--- src/rtl/yu_core_pkg.sv ---
// rtl/yu_core_pkg.sv - shared core constants and requester/pointer enums
package yu_core_pkg;

    localparam int XLEN       = 32;
    localparam int REG_ADDR_W = 5;
    localparam int NUM_REGS   = 32;

    typedef enum logic {
        REQ_ALU = 1'b0,
        REQ_LSU = 1'b1
    } req_e;

    typedef enum logic {
        LAST_ALU = 1'b0,
        LAST_LSU = 1'b1
    } ptr_e;

endpackage

--- src/rtl/regfile_wb_arbiter_if.sv ---
// rtl/regfile_wb_arbiter_if.sv - writeback requests, issue/query and register-file write bundle
interface regfile_wb_arbiter_if
    import yu_core_pkg::*;
#(
    parameter int XLEN = yu_core_pkg::XLEN
);
    logic                  alu_valid;
    logic                  alu_ready;
    logic [REG_ADDR_W-1:0] alu_rd;
    logic [XLEN-1:0]       alu_data;

    logic                  lsu_valid;
    logic                  lsu_ready;
    logic [REG_ADDR_W-1:0] lsu_rd;
    logic [XLEN-1:0]       lsu_data;

    logic                  issue_en;
    logic [REG_ADDR_W-1:0] issue_rd;

    logic [REG_ADDR_W-1:0] q_a1;
    logic [REG_ADDR_W-1:0] q_a2;
    logic                  q_busy1;
    logic                  q_busy2;

    logic                  rf_we;
    logic [REG_ADDR_W-1:0] rf_a3;
    logic [XLEN-1:0]       rf_wd;

    modport master (
        output alu_valid, alu_rd, alu_data,
        input  alu_ready,
        output lsu_valid, lsu_rd, lsu_data,
        input  lsu_ready,
        output issue_en, issue_rd, q_a1, q_a2,
        input  q_busy1, q_busy2,
        input  rf_we, rf_a3, rf_wd
    );

    modport slave (
        input  alu_valid, alu_rd, alu_data,
        output alu_ready,
        input  lsu_valid, lsu_rd, lsu_data,
        output lsu_ready,
        input  issue_en, issue_rd, q_a1, q_a2,
        output q_busy1, q_busy2,
        output rf_we, rf_a3, rf_wd
    );

endinterface

--- src/rtl/wb_rr_arbiter.sv ---
// rtl/wb_rr_arbiter.sv - two-requester writeback arbiter; YU_WB_ROUND_ROBIN_EN selects round-robin,
// otherwise fixed LSU priority
module wb_rr_arbiter
    import yu_core_pkg::*;
(
    input  logic       clk,
    input  logic       rst_n,
    input  logic [1:0] valid,
    output logic [1:0] grant
);

`ifdef YU_WB_ROUND_ROBIN_EN
    ptr_e ptr_q;
    ptr_e ptr_d;

    always_ff @(posedge clk or negedge rst_n) begin
        if (!rst_n) begin
            ptr_q <= LAST_LSU;
        end else begin
            ptr_q <= ptr_d;
        end
    end

    // On contention the requester that did not win last time is served.
    always_comb begin
        grant = '0;
        ptr_d = ptr_q;
        if (rst_n) begin
            if (valid[REQ_ALU] && (!valid[REQ_LSU] || ptr_q == LAST_LSU)) begin
                grant[REQ_ALU] = 1'b1;
            end else if (valid[REQ_LSU]) begin
                grant[REQ_LSU] = 1'b1;
            end
        end
        if (grant[REQ_ALU]) begin
            ptr_d = LAST_ALU;
        end else if (grant[REQ_LSU]) begin
            ptr_d = LAST_LSU;
        end
    end
`else
    logic unused_clk;
    assign unused_clk = clk;

    always_comb begin
        grant = '0;
        if (rst_n) begin
            if (valid[REQ_LSU]) begin
                grant[REQ_LSU] = 1'b1;
            end else if (valid[REQ_ALU]) begin
                grant[REQ_ALU] = 1'b1;
            end
        end
    end
`endif

endmodule

--- src/rtl/regfile_wb_arbiter.sv ---
// rtl/regfile_wb_arbiter.sv - ALU/LSU writeback arbiter with busy scoreboard and registered
// register-file write port; YU_WB_ROUND_ROBIN_EN enables round-robin arbitration
module regfile_wb_arbiter
    import yu_core_pkg::*;
#(
    parameter int XLEN     = yu_core_pkg::XLEN,
    parameter int NUM_REGS = yu_core_pkg::NUM_REGS
) (
    input  logic                 clk,
    input  logic                 rst_n,
    regfile_wb_arbiter_if.slave  wb
);

    logic [1:0]            valid;
    logic [1:0]            grant;
    logic                  gnt_any;
    logic [REG_ADDR_W-1:0] sel_rd;
    logic [XLEN-1:0]       sel_data;

    logic                  rf_we_q;
    logic [REG_ADDR_W-1:0] rf_a3_q;
    logic [XLEN-1:0]       rf_wd_q;

    logic [NUM_REGS-1:0]   busy_q;
    logic [NUM_REGS-1:0]   busy_d;

    assign valid[REQ_ALU] = wb.alu_valid;
    assign valid[REQ_LSU] = wb.lsu_valid;

    wb_rr_arbiter u_arb (
        .clk   (clk),
        .rst_n (rst_n),
        .valid (valid),
        .grant (grant)
    );

    assign wb.alu_ready = grant[REQ_ALU];
    assign wb.lsu_ready = grant[REQ_LSU];

    assign gnt_any  = |grant;
    assign sel_rd   = grant[REQ_LSU] ? wb.lsu_rd   : wb.alu_rd;
    assign sel_data = grant[REQ_LSU] ? wb.lsu_data : wb.alu_data;

    // Writes to x0 are accepted from the requester but never reach the register file.
    always_ff @(posedge clk or negedge rst_n) begin
        if (!rst_n) begin
            rf_we_q <= 1'b0;
            rf_a3_q <= '0;
            rf_wd_q <= '0;
        end else begin
            rf_we_q <= gnt_any && (sel_rd != '0);
            if (gnt_any) begin
                rf_a3_q <= sel_rd;
                rf_wd_q <= sel_data;
            end
        end
    end

    assign wb.rf_we = rf_we_q;
    assign wb.rf_a3 = rf_a3_q;
    assign wb.rf_wd = rf_wd_q;

    // Issue is applied after the clear so a new producer of the same rd keeps it busy.
    always_comb begin
        busy_d = busy_q;
        if (gnt_any) begin
            busy_d[sel_rd] = 1'b0;
        end
        if (wb.issue_en) begin
            busy_d[wb.issue_rd] = 1'b1;
        end
        busy_d[0] = 1'b0;
    end

    always_ff @(posedge clk or negedge rst_n) begin
        if (!rst_n) begin
            busy_q <= '0;
        end else begin
            busy_q <= busy_d;
        end
    end

    assign wb.q_busy1 = busy_q[wb.q_a1];
    assign wb.q_busy2 = busy_q[wb.q_a2];

endmodule
--- src/flat_wrapper.sv ---
// flat-port wrapper written by rule: the top's interface ports become plain ports
module regfile_wb_arbiter_flat import yu_core_pkg::*;
#(
    parameter int XLEN     = yu_core_pkg::XLEN,
    parameter int NUM_REGS = yu_core_pkg::NUM_REGS
)
  (clk, rst_n, wb_alu_valid, wb_alu_rd, wb_alu_data, wb_alu_ready, wb_lsu_valid, wb_lsu_rd, wb_lsu_data, wb_lsu_ready, wb_issue_en, wb_issue_rd, wb_q_a1, wb_q_a2, wb_q_busy1, wb_q_busy2, wb_rf_we, wb_rf_a3, wb_rf_wd);
  regfile_wb_arbiter_if #(.XLEN(XLEN)) wb_i ();
  input  logic clk;
  input  logic rst_n;
  input wire logic [$bits(wb_i.alu_valid)-1:0] wb_alu_valid;
  input wire logic [$bits(wb_i.alu_rd)-1:0] wb_alu_rd;
  input wire logic [$bits(wb_i.alu_data)-1:0] wb_alu_data;
  output wire logic [$bits(wb_i.alu_ready)-1:0] wb_alu_ready;
  input wire logic [$bits(wb_i.lsu_valid)-1:0] wb_lsu_valid;
  input wire logic [$bits(wb_i.lsu_rd)-1:0] wb_lsu_rd;
  input wire logic [$bits(wb_i.lsu_data)-1:0] wb_lsu_data;
  output wire logic [$bits(wb_i.lsu_ready)-1:0] wb_lsu_ready;
  input wire logic [$bits(wb_i.issue_en)-1:0] wb_issue_en;
  input wire logic [$bits(wb_i.issue_rd)-1:0] wb_issue_rd;
  input wire logic [$bits(wb_i.q_a1)-1:0] wb_q_a1;
  input wire logic [$bits(wb_i.q_a2)-1:0] wb_q_a2;
  output wire logic [$bits(wb_i.q_busy1)-1:0] wb_q_busy1;
  output wire logic [$bits(wb_i.q_busy2)-1:0] wb_q_busy2;
  output wire logic [$bits(wb_i.rf_we)-1:0] wb_rf_we;
  output wire logic [$bits(wb_i.rf_a3)-1:0] wb_rf_a3;
  output wire logic [$bits(wb_i.rf_wd)-1:0] wb_rf_wd;
  assign wb_i.alu_valid = wb_alu_valid;
  assign wb_i.alu_rd = wb_alu_rd;
  assign wb_i.alu_data = wb_alu_data;
  assign wb_alu_ready = wb_i.alu_ready;
  assign wb_i.lsu_valid = wb_lsu_valid;
  assign wb_i.lsu_rd = wb_lsu_rd;
  assign wb_i.lsu_data = wb_lsu_data;
  assign wb_lsu_ready = wb_i.lsu_ready;
  assign wb_i.issue_en = wb_issue_en;
  assign wb_i.issue_rd = wb_issue_rd;
  assign wb_i.q_a1 = wb_q_a1;
  assign wb_i.q_a2 = wb_q_a2;
  assign wb_q_busy1 = wb_i.q_busy1;
  assign wb_q_busy2 = wb_i.q_busy2;
  assign wb_rf_we = wb_i.rf_we;
  assign wb_rf_a3 = wb_i.rf_a3;
  assign wb_rf_wd = wb_i.rf_wd;
  regfile_wb_arbiter #(.XLEN(XLEN), .NUM_REGS(NUM_REGS)) u_core (.clk(clk), .rst_n(rst_n), .wb(wb_i));
endmodule
--- config.mk ---
export PLATFORM = sky130hd
export DESIGN_NAME = regfile_wb_arbiter_flat
export DESIGN_NICKNAME = d
export VERILOG_FILES = /design/src/rtl/yu_core_pkg.sv /design/src/rtl/regfile_wb_arbiter_if.sv /design/src/rtl/wb_rr_arbiter.sv /design/src/rtl/regfile_wb_arbiter.sv /design/src/flat_wrapper.sv
export SDC_FILE = /design/constraint.sdc
export NUM_CORES = 1
export LEC_CHECK = 0
export BUFFER_PORTS_ARGS = -buffer_cell sky130_fd_sc_hd__buf_2
export CAP_MARGIN = 20
export CORE_UTILIZATION = 30
export CTS_CLUSTER_SIZE = 28
export DETAILED_ROUTE_END_ITERATION = 6
export SLEW_MARGIN = 30
export SYNTH_ARGS = -nofsm -noshare
export SYNTH_HDL_FRONTEND = slang
export SYNTH_SLANG_ARGS = --single-unit
--- constraint.sdc ---
create_clock -name clk -period 3.72 [get_ports clk]
set_clock_uncertainty 0.1 [all_clocks]
set_input_delay 1.116 -clock clk [delete_from_list [all_inputs] [get_ports clk]]
set_output_delay 1.116 -clock clk [all_outputs]
set_load 0.01 [all_outputs]
# Word-level counts from Yosys, hierarchy flattened
# Cells that the tools add are included.
[word_totals]
reg_bits = 69
latchBits = 0
mem_bits_rw = 0
rom_bits = 0
inputBits = 94
out_inout_bits = 42
elab_cells = 34
memories = 0
[classes]
addsub = 0
mul = 0
div = 0
magnitude_cmp = 6
eq_ne = 0
n_shift = 0
mux = 16
n_bitwise = 3
reduce_logical = 5
[op_table]
columns = ["operator", "count"]
rows = [
  ["32-bit two-way mux", 3],
  ["32-bit bitwise AND", 1],
  ["32-bit NOT", 1],
  ["32-bit OR", 1],
  ["5-bit by 6-bit < comparator with 1-bit output, second input constant", 4],
  ["1-bit binary-select mux with 5-bit select", 2],
  ["1-bit demux with 5-bit select", 2],
  ["5-bit by 1-bit greater-or-equal comparator with 1-bit output, second input constant", 2],
  ["1-bit two-way mux", 7],
  ["5-bit two-way mux", 1],
  ["5-bit nonzero test", 1],
  ["1-bit logical AND", 3],
  ["2-bit two-way mux", 1],
  ["2-bit OR reduction", 1],
]

# Logic depth before layout (Yosys ltp)
[logic_depth]
ltp_word = 13
mapped_depth = 6
depth_no_buf = 5

# Cells and area by module
# Synthesis repeated with hierarchy kept, for this count alone.
[hier_totals]
hier_cells = 368
hier_area_um2 = 3696.0
[by_module_without_submodules]
columns = ["mod", "instances", "cells_each", "area_per_inst_um2", "seq_area_each_um2"]
rows = [
  ["regfile_wb_arbiter", 1, 366, 3679.8, 1726.7],
  ["wb_rr_arbiter", 1, 2, 16.3, 0.0],
]

# Worst setup path after synthesis
# OpenSTA, ideal clock, no wires.
[synth_timing]
path_kind = "input-to-output"
startpoint = "input port wb_q_a2[0]"
endpoint = "output port wb_q_busy2"
arrival_time_ns = 2.312
required_ns = 2.504
setup_slack_ns = 0.192
cell_stages = 5
path_buffers = 1
path_cell_list = "clkbuf_1 mux4_2 nand2b_1 o211ai_1 nand4_1"
[synth_between]
elab_chain_len = 2
[synth_lines]
columns = ["element", "line", "rtl"]
rows = [
  ["start: declaration", "flat_wrapper.sv:22", "input wire logic [$bits(wb_i.q_a2)-1:0] wb_q_a2;"],
  ["1-bit binary-select mux with 5-bit select", "regfile_wb_arbiter.sv:84", "assign wb.q_busy2 = busy_q[wb.q_a2];"],
  ["1-bit two-way mux (not written as such)", "regfile_wb_arbiter.sv:84", ""],
  ["end: declaration", "flat_wrapper.sv:24", "output wire logic [$bits(wb_i.q_busy2)-1:0] wb_q_busy2;"],
]
# No other way between the ends. The select of a mux whose other input is x is not followed.

# Final worst setup path
# Ends and elaborated chain as after synthesis.

==> impl_metrics.yaml <==
die:
  rows: 41
  fp.dieH_um: 115
  design.core.area_um2: 12600
  dieArea_um2: 13300
  initial_core_utilization_pct: 30.6
  die_width_um: 115
  boundaryPins: 136
clock_tree:
  cts.path.max_buffers: 2
  cts.sink_count: 69
  post-cts-setup-buffers: 0
  hold_buffers: 0
  cts_root_buffer: "clkbuf_16"
  insertion_delay_ps: 320
  clk_pin_slew_worst_paths_ps: 60
  h-tree-depth: 3
  cts_tree: "built"
  cts_buffers: 9
  ctsResizeCount: 0
detailed_routing:
  firstDrtPassIters: 7
  post-route-drc-count: 4
  ant_nets: 0
  drt_iter0_drc: 217
  via_count: 3573
  drt-total-wl_um: 11500
  routedWlPerCell_um: 16.5
  vias_per_cell: 5.13
logic_synthesis:
  ys_types: 44
  synth.cell_area_um2: 3850
  synthCells: 390
  share_of_synthesized_flip_flops_with_an_asynchronous_set_or_reset_pct: 100
  ys_dominant_reg_cell: "dfrtp_1"
  synth_enable_flop_cells: 0
  postSynthRegisterBits: 69
  seq_area_frac_synth_pct: 44.8
  ys_warn_count: 0
  yosys.area.top_type_share_pct: 44.8
  synth_area_leader_cell: "dfrtp_1"
  synth.avg_cell_area_um2: 9.87
  yosys-top-cells-area: "dfrtp_1 (45%), mux2i_1 (13%), o21ai_0 (7.7%)"
  postSynthNetCount: 484
sta:
  finalWorstSetupSlack_ps: 169
  worst_margin_slew_ps: 942
  slew_viol_final: 0
  final_hold_slack_ps: 374
  final_min_period_over_clock_period_pct: 95.5
  max_freq_mhz: 282
  final.min_clock_period_ps: 3550
  relSlewSlack_pct: 36.9
  hold_viol_final: 0
  timing.setup.tns_ps: 0
  finalSetupViolCount: 0
  setup_repair_after_global_routing_missed_its_margin: "false"
placement:
  detailed_place.area_um2: 4700
  post-place-cells: 678
  post_dp_hpwl_um: 8590
  gp_congestion: 0.859
  pre_cts_slack_ps: 157
  io_buffers: 135
finish:
  utilization_pct: 39.9
  final_common_cell: "buf_2"
  most-common-layout-cells: "buf_2 (134), dfrtp_1 (69), o21ai_0 (59)"
  layout-area-overhead-vs-synth_pct: 30.1
  layout.nets: 612
  final_cell_count_no_fill: 696
  final_cell_area_um2: 5010
  drive_above_1_share_pct: 33.1
worst_setup_path:
  worst_setup_path_end_kind: "output pin"
  reg2regPathDepth: 2
  cp.required_ps: 2500
  r2r_slack_ps: 2820
  regToRegEndpoint: "u_core.busy_q[9]"
  crit_start: "wb_q_a2[0]"
  timing_worst_setup_path_type: "in -> out"
  crit-reg2reg-launch: "u_core.busy_q[9]"
  crit_path_end: "wb_q_busy2"
  critical_path.startpoint_type: "input pin"
  worstPathMaxFanout: 7
  arrival_ps: 2340
pwr:
  power_leakage_nw: 2.43
  vdd.ir_drop.worst_mv: 0.192
  power-per-cell-area_nw_per_um2: 472
  totalPowerFinal_mw: 2.36
grt:
  first_global_vias: 3466
  initial_antenna_violation_count: 1
  grt_first_pass_wirelength_um: 17900
  grt_use_total_pct: 17.9
  grt.overflow.total: 0
  grt_max_degree: 60
run_status:
  status: "finished, violations left"
  violations: "design-rule violations"
worst_hold_path:
  min_path_type: "reg -> reg"
run:
  maxCapViolCount: 0
-- how the worst min path moves through the flow --
stage | startpoint | to | cells after the start | slack (ps)
2_1_floorplan | u_core.busy_q[15] | u_core.busy_q[15] | 1 | 380
3_3_place_gp | u_core.wb.rf_wd[28] | u_core.wb.rf_wd[28] | 2 | 360
3_5_place_dp | u_core.wb.rf_wd[31] | u_core.wb.rf_wd[31] | 2 | 370
4_1_cts | u_core.wb.rf_wd[9] | u_core.wb.rf_wd[9] | 2 | 380
5_1_grt | u_core.wb.rf_a3[2] | u_core.wb.rf_a3[2] | 2 | 400
6_report | u_core.wb.rf_wd[31] | u_core.wb.rf_wd[31] | 2 | 370
-- synth_stat cells (2+ instances only) --
cell / n
nand2_1: 43
nor2_1: 9
a22oi_1: 4
and4b_1: 2
nand3_1: 10
mux2i_1: 49
dfrtp_1: 69
buf_2: 5
inv_1: 15
and3_1: 2
nor2b_1: 4
o21ai_1: 3
o21ai_0: 59
or3b_2: 3
o221ai_1: 2
a31oi_1: 2
clkbuf_1: 11
a21boi_0: 2
nand4_1: 3
a21oi_1: 8
buf_1: 7
nand3b_1: 5
o2111ai_1: 4
o211ai_1: 2
or2_2: 2
o41ai_1: 16
nand2b_1: 4
mux4_2: 6
a211oi_1: 3
o22ai_1: 10
o31ai_1: 8
nor4b_1: 6
-- per-layer routing --
metal | up-vias | GRT usage (%) | wire, um
met5 | - | 0 | 0
met4 | 0 | 5.97 | 131
met3 | 9 | 4.32 | 1030
met2 | 167 | 29.6 | 5380
met1 | 1671 | 22.9 | 4930
li1 | 1726 | - | -
-- flip-flops by register name, indices dropped and copies added, names as in the netlist --
name             count
u_core.wb.rf_we      1
u_core.busy_q       31
u_core.wb.rf_wd     32
u_core.wb.rf_a3      5
-- where the power goes --
part / leakage (nW) / switching [mW] / total (mW) / internal (mW)
logic: 1.47 / 0.292 / 0.552 / 0.259
clock network: 0.134 / 0.322 / 0.788 / 0.466
registers: 0.827 / 0.126 / 1.02 / 0.898
total: 2.43 / 0.740 / 2.36 / 1.62
-- area by class of cell --
| cell class | instances | area (um2) |
|---|---|---|
| Clock buffer | 10 | 239 |
| Tap cell | 172 | 215 |
| Inverter | 15 | 56.3 |
| Multi-Input combinational cell | 281 | 1970 |
| Clock inverter | 6 | 38.8 |
| Antenna cell | 1 | 2.50 |
| Sequential cell | 69 | 1730 |
| Fill cell | 1255 | 7560 |
| Timing Repair Buffer | 142 | 763 |
-- cells by family (layout without fill, tap and decap cells) --
group,after synthesis,in the layout,share of synthesized area (%)
mux,55,55,16.2
simple gates,100,100,14.2
compound gates,126,126,20.4
other cells,0,1,0
flops,69,69,44.8
buf+inv,40,173,4.35
-- worst max-delay path, stage by stage --
cell and delay (ps):
buf_2 180, mux4_2 510, nand2b_1 160, o2111ai_1 110
nand4_1 90, buf_2 150
Power figures use the tool's default switching activity.
